File: config.mk
export PLATFORM = sky130hd
export DESIGN_NAME = mem_entry_ctrl
export DESIGN_NICKNAME = d
export VERILOG_FILES = /design/src/rtl/mem_entry_pkg.sv /design/src/rtl/edge_pulse.sv /design/src/rtl/mem_entry_ctrl.sv
export SDC_FILE = /design/constraint.sdc
export NUM_CORES = 1
export LEC_CHECK = 0
export ABC_AREA = 1
export BUFFER_PORTS_ARGS = -buffer_cell sky130_fd_sc_hd__buf_2
export CAP_MARGIN = 20
export CELL_PAD_IN_SITES_DETAIL_PLACEMENT = 1
export CELL_PAD_IN_SITES_GLOBAL_PLACEMENT = 1
export CORE_AREA = 2 2 105 107
export CTS_BUF_LIST = sky130_fd_sc_hd__clkbuf_4 sky130_fd_sc_hd__clkbuf_8 sky130_fd_sc_hd__clkbuf_16
export CTS_CLUSTER_SIZE = 25
export DETAILED_ROUTE_END_ITERATION = 12
export DIE_AREA = 0 0 107 109
export PLACE_DENSITY_LB_ADDON = 0.15
export SLEW_MARGIN = 20
export SYNTH_ARGS = -nofsm -noshare
export SYNTH_HDL_FRONTEND = slang
export SYNTH_SLANG_ARGS = --single-unit
export TNS_END_PERCENT = 50
File: constraint.sdc
create_clock -name CLK -period 1.33 [get_ports CLK]
set_input_delay 0.133 -clock CLK [delete_from_list [all_inputs] [get_ports CLK]]
set_output_delay 0.133 -clock CLK [all_outputs]
set_load 0.03 [all_outputs]
File: src/rtl/mem_entry_pkg.sv
`default_nettype none
// ============================================================================
//  Module      : mem_entry_pkg
//  Description : Shared types and constants for the operator-entry controller.
//  Revision    : 1.0  initial release
// ============================================================================
package mem_entry_pkg;

    localparam int DATA_W      = 12;
    localparam int WORD_W      = 32;
    localparam int IDX_W       = 4;
    localparam int VALID_W     = 16;

    localparam int DEF_DEPTH   = 16;
    localparam int DEF_TIMEOUT = 255;

    typedef enum logic [1:0] {
        IDLE     = 2'd0,
        WAIT_ACK = 2'd1,
        ERR      = 2'd2
    } state_t;

endpackage : mem_entry_pkg
`default_nettype wire

File: src/rtl/edge_pulse.sv
`default_nettype none
// ============================================================================
//  Module      : edge_pulse
//  Description : Rising-edge detector turning a button level into a 1-cycle event.
//  Revision    : 1.0  initial release
// ============================================================================
module edge_pulse (
    input  logic clk,
    input  logic i_level,
    output logic o_pulse
);

    logic r_level_q;

    // History tracks the level even while reset is asserted, so a button
    // held through reset is seen as already high and fires no event.
    always_ff @(posedge clk) begin
        r_level_q <= i_level;
    end

    assign o_pulse = i_level & ~r_level_q;

endmodule : edge_pulse
`default_nettype wire

File: src/rtl/mem_entry_ctrl.sv
`default_nettype none
// ============================================================================
//  Module      : mem_entry_ctrl
//  Description : Button-driven entry index plus req/ack commit of switch values
//                into CPU data memory, with timeout and per-entry written flags.
//  Revision    : 1.0  initial release
// ============================================================================
module mem_entry_ctrl
    import mem_entry_pkg::*;
#(
    parameter int DEPTH   = DEF_DEPTH,
    parameter int TIMEOUT = DEF_TIMEOUT
) (
    input  logic                CLK,
    input  logic                Reset,
    input  logic                Next,
    input  logic                Pre,
    input  logic                Verify,
    input  logic                Stop,
    input  logic [DATA_W-1:0]   Number,
    output logic                WrReq,
    output logic [WORD_W-1:0]   WrAddr,
    output logic [WORD_W-1:0]   WrData,
    input  logic                WrAck,
    output logic [WORD_W-1:0]   Address,
    output logic [IDX_W-1:0]    Count,
    output logic [VALID_W-1:0]  Valid,
    output logic                AllValid,
    output logic                Busy,
    output logic                Error
);

    localparam int                 c_TMO_W    = $clog2(TIMEOUT + 1);
    localparam logic [IDX_W-1:0]   c_IDX_MASK = IDX_W'(DEPTH - 1);
    localparam logic [c_TMO_W-1:0] c_TMO_LAST = c_TMO_W'(TIMEOUT - 1);

    logic w_ev_next;
    logic w_ev_pre;
    logic w_ev_verify;

    edge_pulse u_next_pulse (
        .clk     (CLK),
        .i_level (Next),
        .o_pulse (w_ev_next)
    );

    edge_pulse u_pre_pulse (
        .clk     (CLK),
        .i_level (Pre),
        .o_pulse (w_ev_pre)
    );

    edge_pulse u_verify_pulse (
        .clk     (CLK),
        .i_level (Verify),
        .o_pulse (w_ev_verify)
    );

    state_t              r_state;
    logic [IDX_W-1:0]    r_count;
    logic [VALID_W-1:0]  r_valid;
    logic [c_TMO_W-1:0]  r_tmo;
    logic                r_error;
    logic [WORD_W-1:0]   r_wraddr;
    logic [DATA_W-1:0]   r_wrdata;

    state_t              w_state_nxt;
    logic [IDX_W-1:0]    w_count_nxt;
    logic [VALID_W-1:0]  w_valid_nxt;
    logic [c_TMO_W-1:0]  w_tmo_nxt;
    logic                w_error_nxt;
    logic [WORD_W-1:0]   w_wraddr_nxt;
    logic [DATA_W-1:0]   w_wrdata_nxt;

    logic [WORD_W-1:0]   w_address;
    logic [IDX_W-1:0]    w_count_inc;
    logic [IDX_W-1:0]    w_count_dec;

    assign w_address   = {{(WORD_W-IDX_W-2){1'b0}}, r_count, 2'b00};
    assign w_count_inc = (r_count + IDX_W'(1)) & c_IDX_MASK;
    assign w_count_dec = (r_count - IDX_W'(1)) & c_IDX_MASK;

    always_ff @(posedge CLK) begin
        if (Reset) begin
            r_state  <= IDLE;
            r_count  <= '0;
            r_valid  <= '0;
            r_tmo    <= '0;
            r_error  <= 1'b0;
            r_wraddr <= '0;
            r_wrdata <= '0;
        end else begin
            r_state  <= w_state_nxt;
            r_count  <= w_count_nxt;
            r_valid  <= w_valid_nxt;
            r_tmo    <= w_tmo_nxt;
            r_error  <= w_error_nxt;
            r_wraddr <= w_wraddr_nxt;
            r_wrdata <= w_wrdata_nxt;
        end
    end

    always_comb begin
        w_state_nxt  = r_state;
        w_count_nxt  = r_count;
        w_valid_nxt  = r_valid;
        w_tmo_nxt    = r_tmo;
        w_error_nxt  = r_error;
        w_wraddr_nxt = r_wraddr;
        w_wrdata_nxt = r_wrdata;

        case (r_state)
            IDLE: begin
                // An accepted Verify swallows any Next/Pre event of the same cycle.
                if (w_ev_verify && !Stop) begin
                    w_wraddr_nxt = w_address;
                    w_wrdata_nxt = Number;
                    w_tmo_nxt    = '0;
                    w_state_nxt  = WAIT_ACK;
                end else if (w_ev_next && !w_ev_pre) begin
                    w_count_nxt = w_count_inc;
                end else if (w_ev_pre && !w_ev_next) begin
                    w_count_nxt = w_count_dec;
                end
            end
            WAIT_ACK: begin
                if (WrAck) begin
                    w_valid_nxt = r_valid | (VALID_W'(1) << r_count);
                    w_count_nxt = w_count_inc;
                    w_state_nxt = IDLE;
                end else if (r_tmo == c_TMO_LAST) begin
                    w_error_nxt = 1'b1;
                    w_state_nxt = ERR;
                end else begin
                    w_tmo_nxt = r_tmo + c_TMO_W'(1);
                end
            end
            ERR: begin
                w_state_nxt = IDLE;
            end
            default: begin
                w_state_nxt = IDLE;
            end
        endcase
    end

    assign WrReq    = (r_state == WAIT_ACK);
    assign Busy     = (r_state == WAIT_ACK);
    assign WrAddr   = r_wraddr;
    assign WrData   = {{(WORD_W-DATA_W){1'b0}}, r_wrdata};
    assign Address  = w_address;
    assign Count    = r_count;
    assign Valid    = r_valid;
    assign AllValid = &r_valid[DEPTH-1:0];
    assign Error    = r_error;

endmodule : mem_entry_ctrl
`default_nettype wire

Yosys cells after proc, flatten, opt, wreduce, memory -nomap -nowiden
Cells that the tools add are included.
{ "op_classes": {"addsub": 3, "eq_ne": 9, "shift": 1, "muxes": 13, "n_bitwise": 8, "n_reduce_logical": 15} }
{ "op_table": {"columns": ["op", "n"], "rows": [
  ["$mux 8", 3],
  ["$mux 4", 4],
  ["$or 16x16->16", 1],
  ["$pmux 8 s2", 1],
  ["$reduce_and 16->1", 1],
  ["$shl 1x4->16 const A", 1],
  ["$ne 2x2->1 const B", 5],
  ["$add 8x1->8 const B", 1],
  ["$eq 8x8->1 const B", 1],
  ["$pmux 4 s2", 1],
  ["$reduce_and 4->1", 2],
  ["$mux 2", 3],
  ["$reduce_and 2->1", 3],
  ["$add 4x1->4 const B", 1],
  ["$not 1->1", 4],
  ["$pmux 2 s2", 1],
  ["$sub 4x1->4 const B", 1],
  ["$and 1x1->1", 3],
  ["$logic_and 1x1->1", 3],
  ["$logic_not 1->1", 3],
  ["$ne 3x2->1 const B", 1],
  ["$ne 3x3->1 const B", 1],
  ["$reduce_and 3->1", 1],
  ["$eq 2x1->1 const B", 1],
  ["other kinds (2)", 2]
]} }
{ "totals": {"reg_bits": 50, "output_inout_bits": 120} }

Depth between registers and ports, before layout
{ "depth": {"word_depth": 8, "ltp_mapped": 10, "ltp_nobuf": 10} }

Modules after synthesis
From an unflattened synthesis, not the netlist that was laid out.
{ "unflattened": {"cells_unflattened": 365, "hier_area_um2": 2787.7} }
{ "by_module_without_submodules": {"columns": ["module", "n_inst", "cells_each", "area_per_inst_um2", "seq_area_each_um2"], "rows": [
  ["mem_entry_ctrl", 1, 356, 2697.6, 940.9],
  ["edge_pulse", 3, 3, 30.0, 20.0]
]} }

Worst setup path after synthesis
OpenSTA, ideal clock, no wires.
{ "synth_timing": {"kind": "reg2out", "startpoint": "reg r_valid[7] (netlist: Valid[7])", "endpoint": "out AllValid", "t_arrival_ns": 1.650, "t_required_ns": 1.197, "path_slack_ns": -0.453, "stages_incl_launch_ff": 3, "path_buffers": 0, "cell_sequence": "dfxtp_1 nand4_1 nor4_1"} }
{ "synth_between": {"elab_chain_len": 1} }
{ "synth_rtl": {"columns": ["element", "line", "source"], "rows": [
  ["from (decl)", "mem_entry_ctrl.sv:61", "logic [VALID_W-1:0] r_valid;"],
  ["from (signal assigned)", "mem_entry_ctrl.sv:95", "r_valid <= w_valid_nxt;"],
  ["$reduce_and 16->1", "mem_entry_ctrl.sv:154", "assign AllValid = &r_valid[DEPTH-1:0];"],
  ["to (decl)", "mem_entry_ctrl.sv:28", "output logic AllValid,"]
]} }
Every way passes these cells.

Final worst setup path
{ "layout_timing": {"startpoint": "reg r_valid[14] (netlist: Valid[14])", "endpoint": "out AllValid"} }
The elaborated chain is that of the path after synthesis.

==> out/metrics.csv <==
stage,metric,value,unit
route,DR iter-0 viols,52,
finish,ANT cells,0,
worst_setup_path,CP max-delay cell,dfxtp_1,
worst_setup_path,WP data required,1.20,ns
cts,Worst-path clk slew,0.09,ns
worst_setup_path,Worst setup SP type,flip-flop,
synthesis,Yosys Warn Count,0,
cts,clk sinks,50,
route,post-DR wirelength/cell,11.8,um
timing,post-route setup slack,-0.0683,ns
die,die width,107,um
die,DIE HEIGHT,109,um
grt,initial antenna violation count,0,
place,gpl congestion,0.757,
worst_setup_path,WP buf/inv,1,
worst_setup_path,CP Cell Sequence,nand4_1 -> nor4_4 -> buf_4,
worst_setup_path,Setup CP Type,reg -> out,
place,Final HPWL DP,5210,um
route,Vias,2319,
run_status,status,"finished, violations left",
timing,Tmin final,1.40,ns
worst_setup_path,critical path startpoint,Valid[14]$_SDFFE_PP0P_,
synthesis,synthesized area,2790,um^2
place,IO buf count,62,
route,DRC viols,0,
worst_setup_path,critical path arrival,1.27,ns
timing,f_max,715,MHz
pwr,PD cells,1080,nW/um^2
finish,P&R area growth vs syn,23.1,%
worst_hold_path,Hold Crit Start,Reset,
finish,fraction of layout cells with a size suffix above 1,34.2,%
timing,fin crit share,105,%
die,initial core utilization,26.3,%
grt,vias in the first global route,2138,
route,first-pass iteration count of the detailed router,4,
die,row count,38,
timing,Final Hold Viols,0,
flow_run,Max-Cap Viols,0,
worst_setup_path,FF-to-FF setup slack,0.07,ns
pwr,Leakage,1.65,nW
timing,final slew viol count,0,
run_status,failing checks,setup timing,
cts,CTS root buf,clkbuf_8,
timing,final setup violation count,1,
timing,RSZ-0062 raised after global routing,yes,
cts,Clock Latency Late Sink,0.30,ns
synthesis,Seq cells post-synth,50,
timing,clk_skew,0.00794,ns
cts,CTS buffer count,5,
synthesis,Mapped Cells,363,
timing,Final TNS setup,-0.0683,ns
finish,final core utilization,32.3,%
place,dpl cells,565,
worst_setup_path,worst-path fanout max,3,
finish,"non-filler cells, final",587,
die,# IOs,139,
cts,H-tree depth,2,
route,Vias/cell,3.95,
synthesis,"Seq/Total Area, Yosys",35.9,%
worst_setup_path,Levels on crit path,3,
worst_hold_path,Worst Hold Depth,2,
synthesis,syn_area_per_cell,7.67,um^2
worst_setup_path,reg2reg end,r_wrdata[6]$_SDFFE_PP0P_,
route,ANT nets after route,0,
cts,Max clock buf depth,2,
synthesis,Netlist cell types,28,
worst_setup_path,Top Family by Delay on Critical Path,flip-flops,
worst_setup_path,R2R Path Start,u_verify_pulse.r_level_q$_DFF_P_,
grt,largest net degree at the start of global routing,25,
grt,grt ovf,0,
cts,CTS tree,done,
die,Core ar.,10600,um^2
worst_setup_path,Setup crit end kind,primary output,
worst_setup_path,Max stage delay on crit path,0.38,ns
grt,global-route wire length before repair,10400,um
worst_hold_path,min-delay worst type,in -> reg,
finish,fillers,1335,
route,WL final,6940,um
pwr,Peak VDD IR,0.451,mV
worst_setup_path,worst r2r path cells,6,
die,die area,11700,um^2
worst_setup_path,crit path capture,AllValid,
finish,Nets,475,
grt,gr usage total,11.3,%
==> layer usage <==
layer  routed length [um]  up-vias  global-route usage, %
met4                   77        0                   3.34
met3                  244        6                   2.15
met2                 3580       59                   20.0
li1                     -     1168                      -
met5                    0        -                      0
met1                 3040     1086                   14.0
==> synthesized netlist by cell type <==
cell / count / share of area [%]
a21oi_1: 28 / 5.0
a21oi_2: 1 / 0.31
buf_1: 1 / 0.13
buf_2: 4 / 0.72
buf_4: 82 / 22
clkbuf_1: 3 / 0.40
conb_1: 1 / 0.13
dfxtp_1: 50 / 36
ha_1: 10 / 4.5
inv_1: 21 / 2.8
inv_2: 2 / 0.27
nand2_1: 26 / 3.5
nand2_2: 7 / 1.6
nand2_4: 2 / 0.81
nand3_1: 12 / 2.2
nand3_2: 2 / 0.72
nand3b_1: 2 / 0.54
nand4_1: 6 / 1.3
nor2_1: 69 / 9.3
nor2_2: 3 / 0.67
nor2_4: 3 / 1.2
nor4_1: 1 / 0.22
o21ai_0: 16 / 2.9
o21ai_1: 5 / 0.90
o21ai_2: 1 / 0.31
or2_1: 1 / 0.22
xnor2_1: 1 / 0.31
xor2_1: 3 / 0.94
==> power by group <==
part,switching [W],internal [W]
Sequential,0.0000565,0.00157
Clock,0.000515,0.000478
Combinational,0.000786,0.000283
Total,0.00136,0.00233
==> worst min-delay path by stage <==
| stage | slack, ns | to |
|---|---|---|
| 2_1_floorplan | 0.16 | u_next_pulse.r_level_q$_DFF_P_ |
| 3_3_place_gp | 0.25 | u_pre_pulse.r_level_q$_DFF_P_ |
| 3_5_place_dp | 0.25 | u_pre_pulse.r_level_q$_DFF_P_ |
| 4_1_cts | 0.05 | r_tmo[6]$_SDFFE_PP0P_ |
| 5_1_grt | 0.06 | r_tmo[6]$_SDFFE_PP0P_ |
| 6_report | 0.07 | r_tmo[6]$_SDFFE_PP0P_ |
==> stage by stage <==
stage / setup WS, ns / power [W] / hold WS (ns) / cell area (um^2)
2_1_floorplan: -0.0235 / 0.00259 / 0.161 / 3090
5_1_grt: -0.142 / 0.00392 / 0.0555 / 3430
6_report: -0.0683 / 0.00369 / 0.0651 / 3430
3_3_place_gp: 0.0217 / 0.00264 / 0.252 / 3050
4_1_cts: -0.0956 / 0.00369 / 0.0484 / 3260
3_5_place_dp: -0.000517 / 0.00265 / 0.254 / 3050
==> area by class of cell <==
cell class              count  area [um^2]  area share, %
inverters                  23         88.8           2.59
flip-flops and latches     50         1030           30.0
repair buffers             90          567           16.5
clock inverters             1         8.76          0.255
multi-input cells         276         1470           42.8
clock buffers               7         96.3           2.81
well taps                 140          175           5.11
==> cell usage in the layout, fill, tap and decap left out <==
cell,count
conb_1,76
nor2_1,65
buf_2,59
dfxtp_1,33
a21oi_1,27
nand2_1,24
buf_4,23
inv_1,16
dfxtp_2,15
o21ai_1,14
nand3_1,11
nand2_4,7
o21ai_0,7
clkbuf_8,7
inv_2,6
nand4_1,6
ha_1,6
nor2_2,5
nor2_4,5
nand2_2,5
xor2_1,3
ha_4,3
dlygate4sd3_1,3
buf_6,3
dfxtp_4,2
nand3b_1,2
nand3_2,2
a21oi_2,2
inv_4,1
nor4_4,1
nand3_4,1
xnor2_1,1
o21ai_4,1
or2_4,1
ha_2,1
clkinv_4,1
buf_12,1
buf_8,1
==> logic make-up (layout without fill, tap and decap cells) <==
logic type / after synthesis / in the layout / share of synthesized area (%)
buffers and inverters: 113 / 121 / 26.5
AND/OR/NAND/NOR: 134 / 135 / 22.3
XOR/XNOR: 4 / 4 / 1.26
AO/OA/AOI/OAI: 51 / 51 / 9.43
adder cells (fa/ha/maj): 10 / 10 / 4.49
other: 1 / 76 / 0.135
flip-flops: 50 / 50 / 35.9
==> sequential cells by signal, summed over array words and instances (netlist names) <==
register,cells
Valid,16
r_wrdata,12
r_tmo,8
Count,4
WrAddr,4
r_state,2
Error,1
u_next_pulse.r_level_q,1
u_pre_pulse.r_level_q,1
u_verify_pulse.r_level_q,1
==> timing repair <==
action	in CTS	in global routing
resized for setup	21	40
setup buffers	4	6
pin swaps	4	6
hold buffers	3	0
endpoints found under the hold margin	3	0
gates cloned	0	1
endpoints found under the setup margin	5	33
Note: power is estimated with default switching activity, not from simulation.
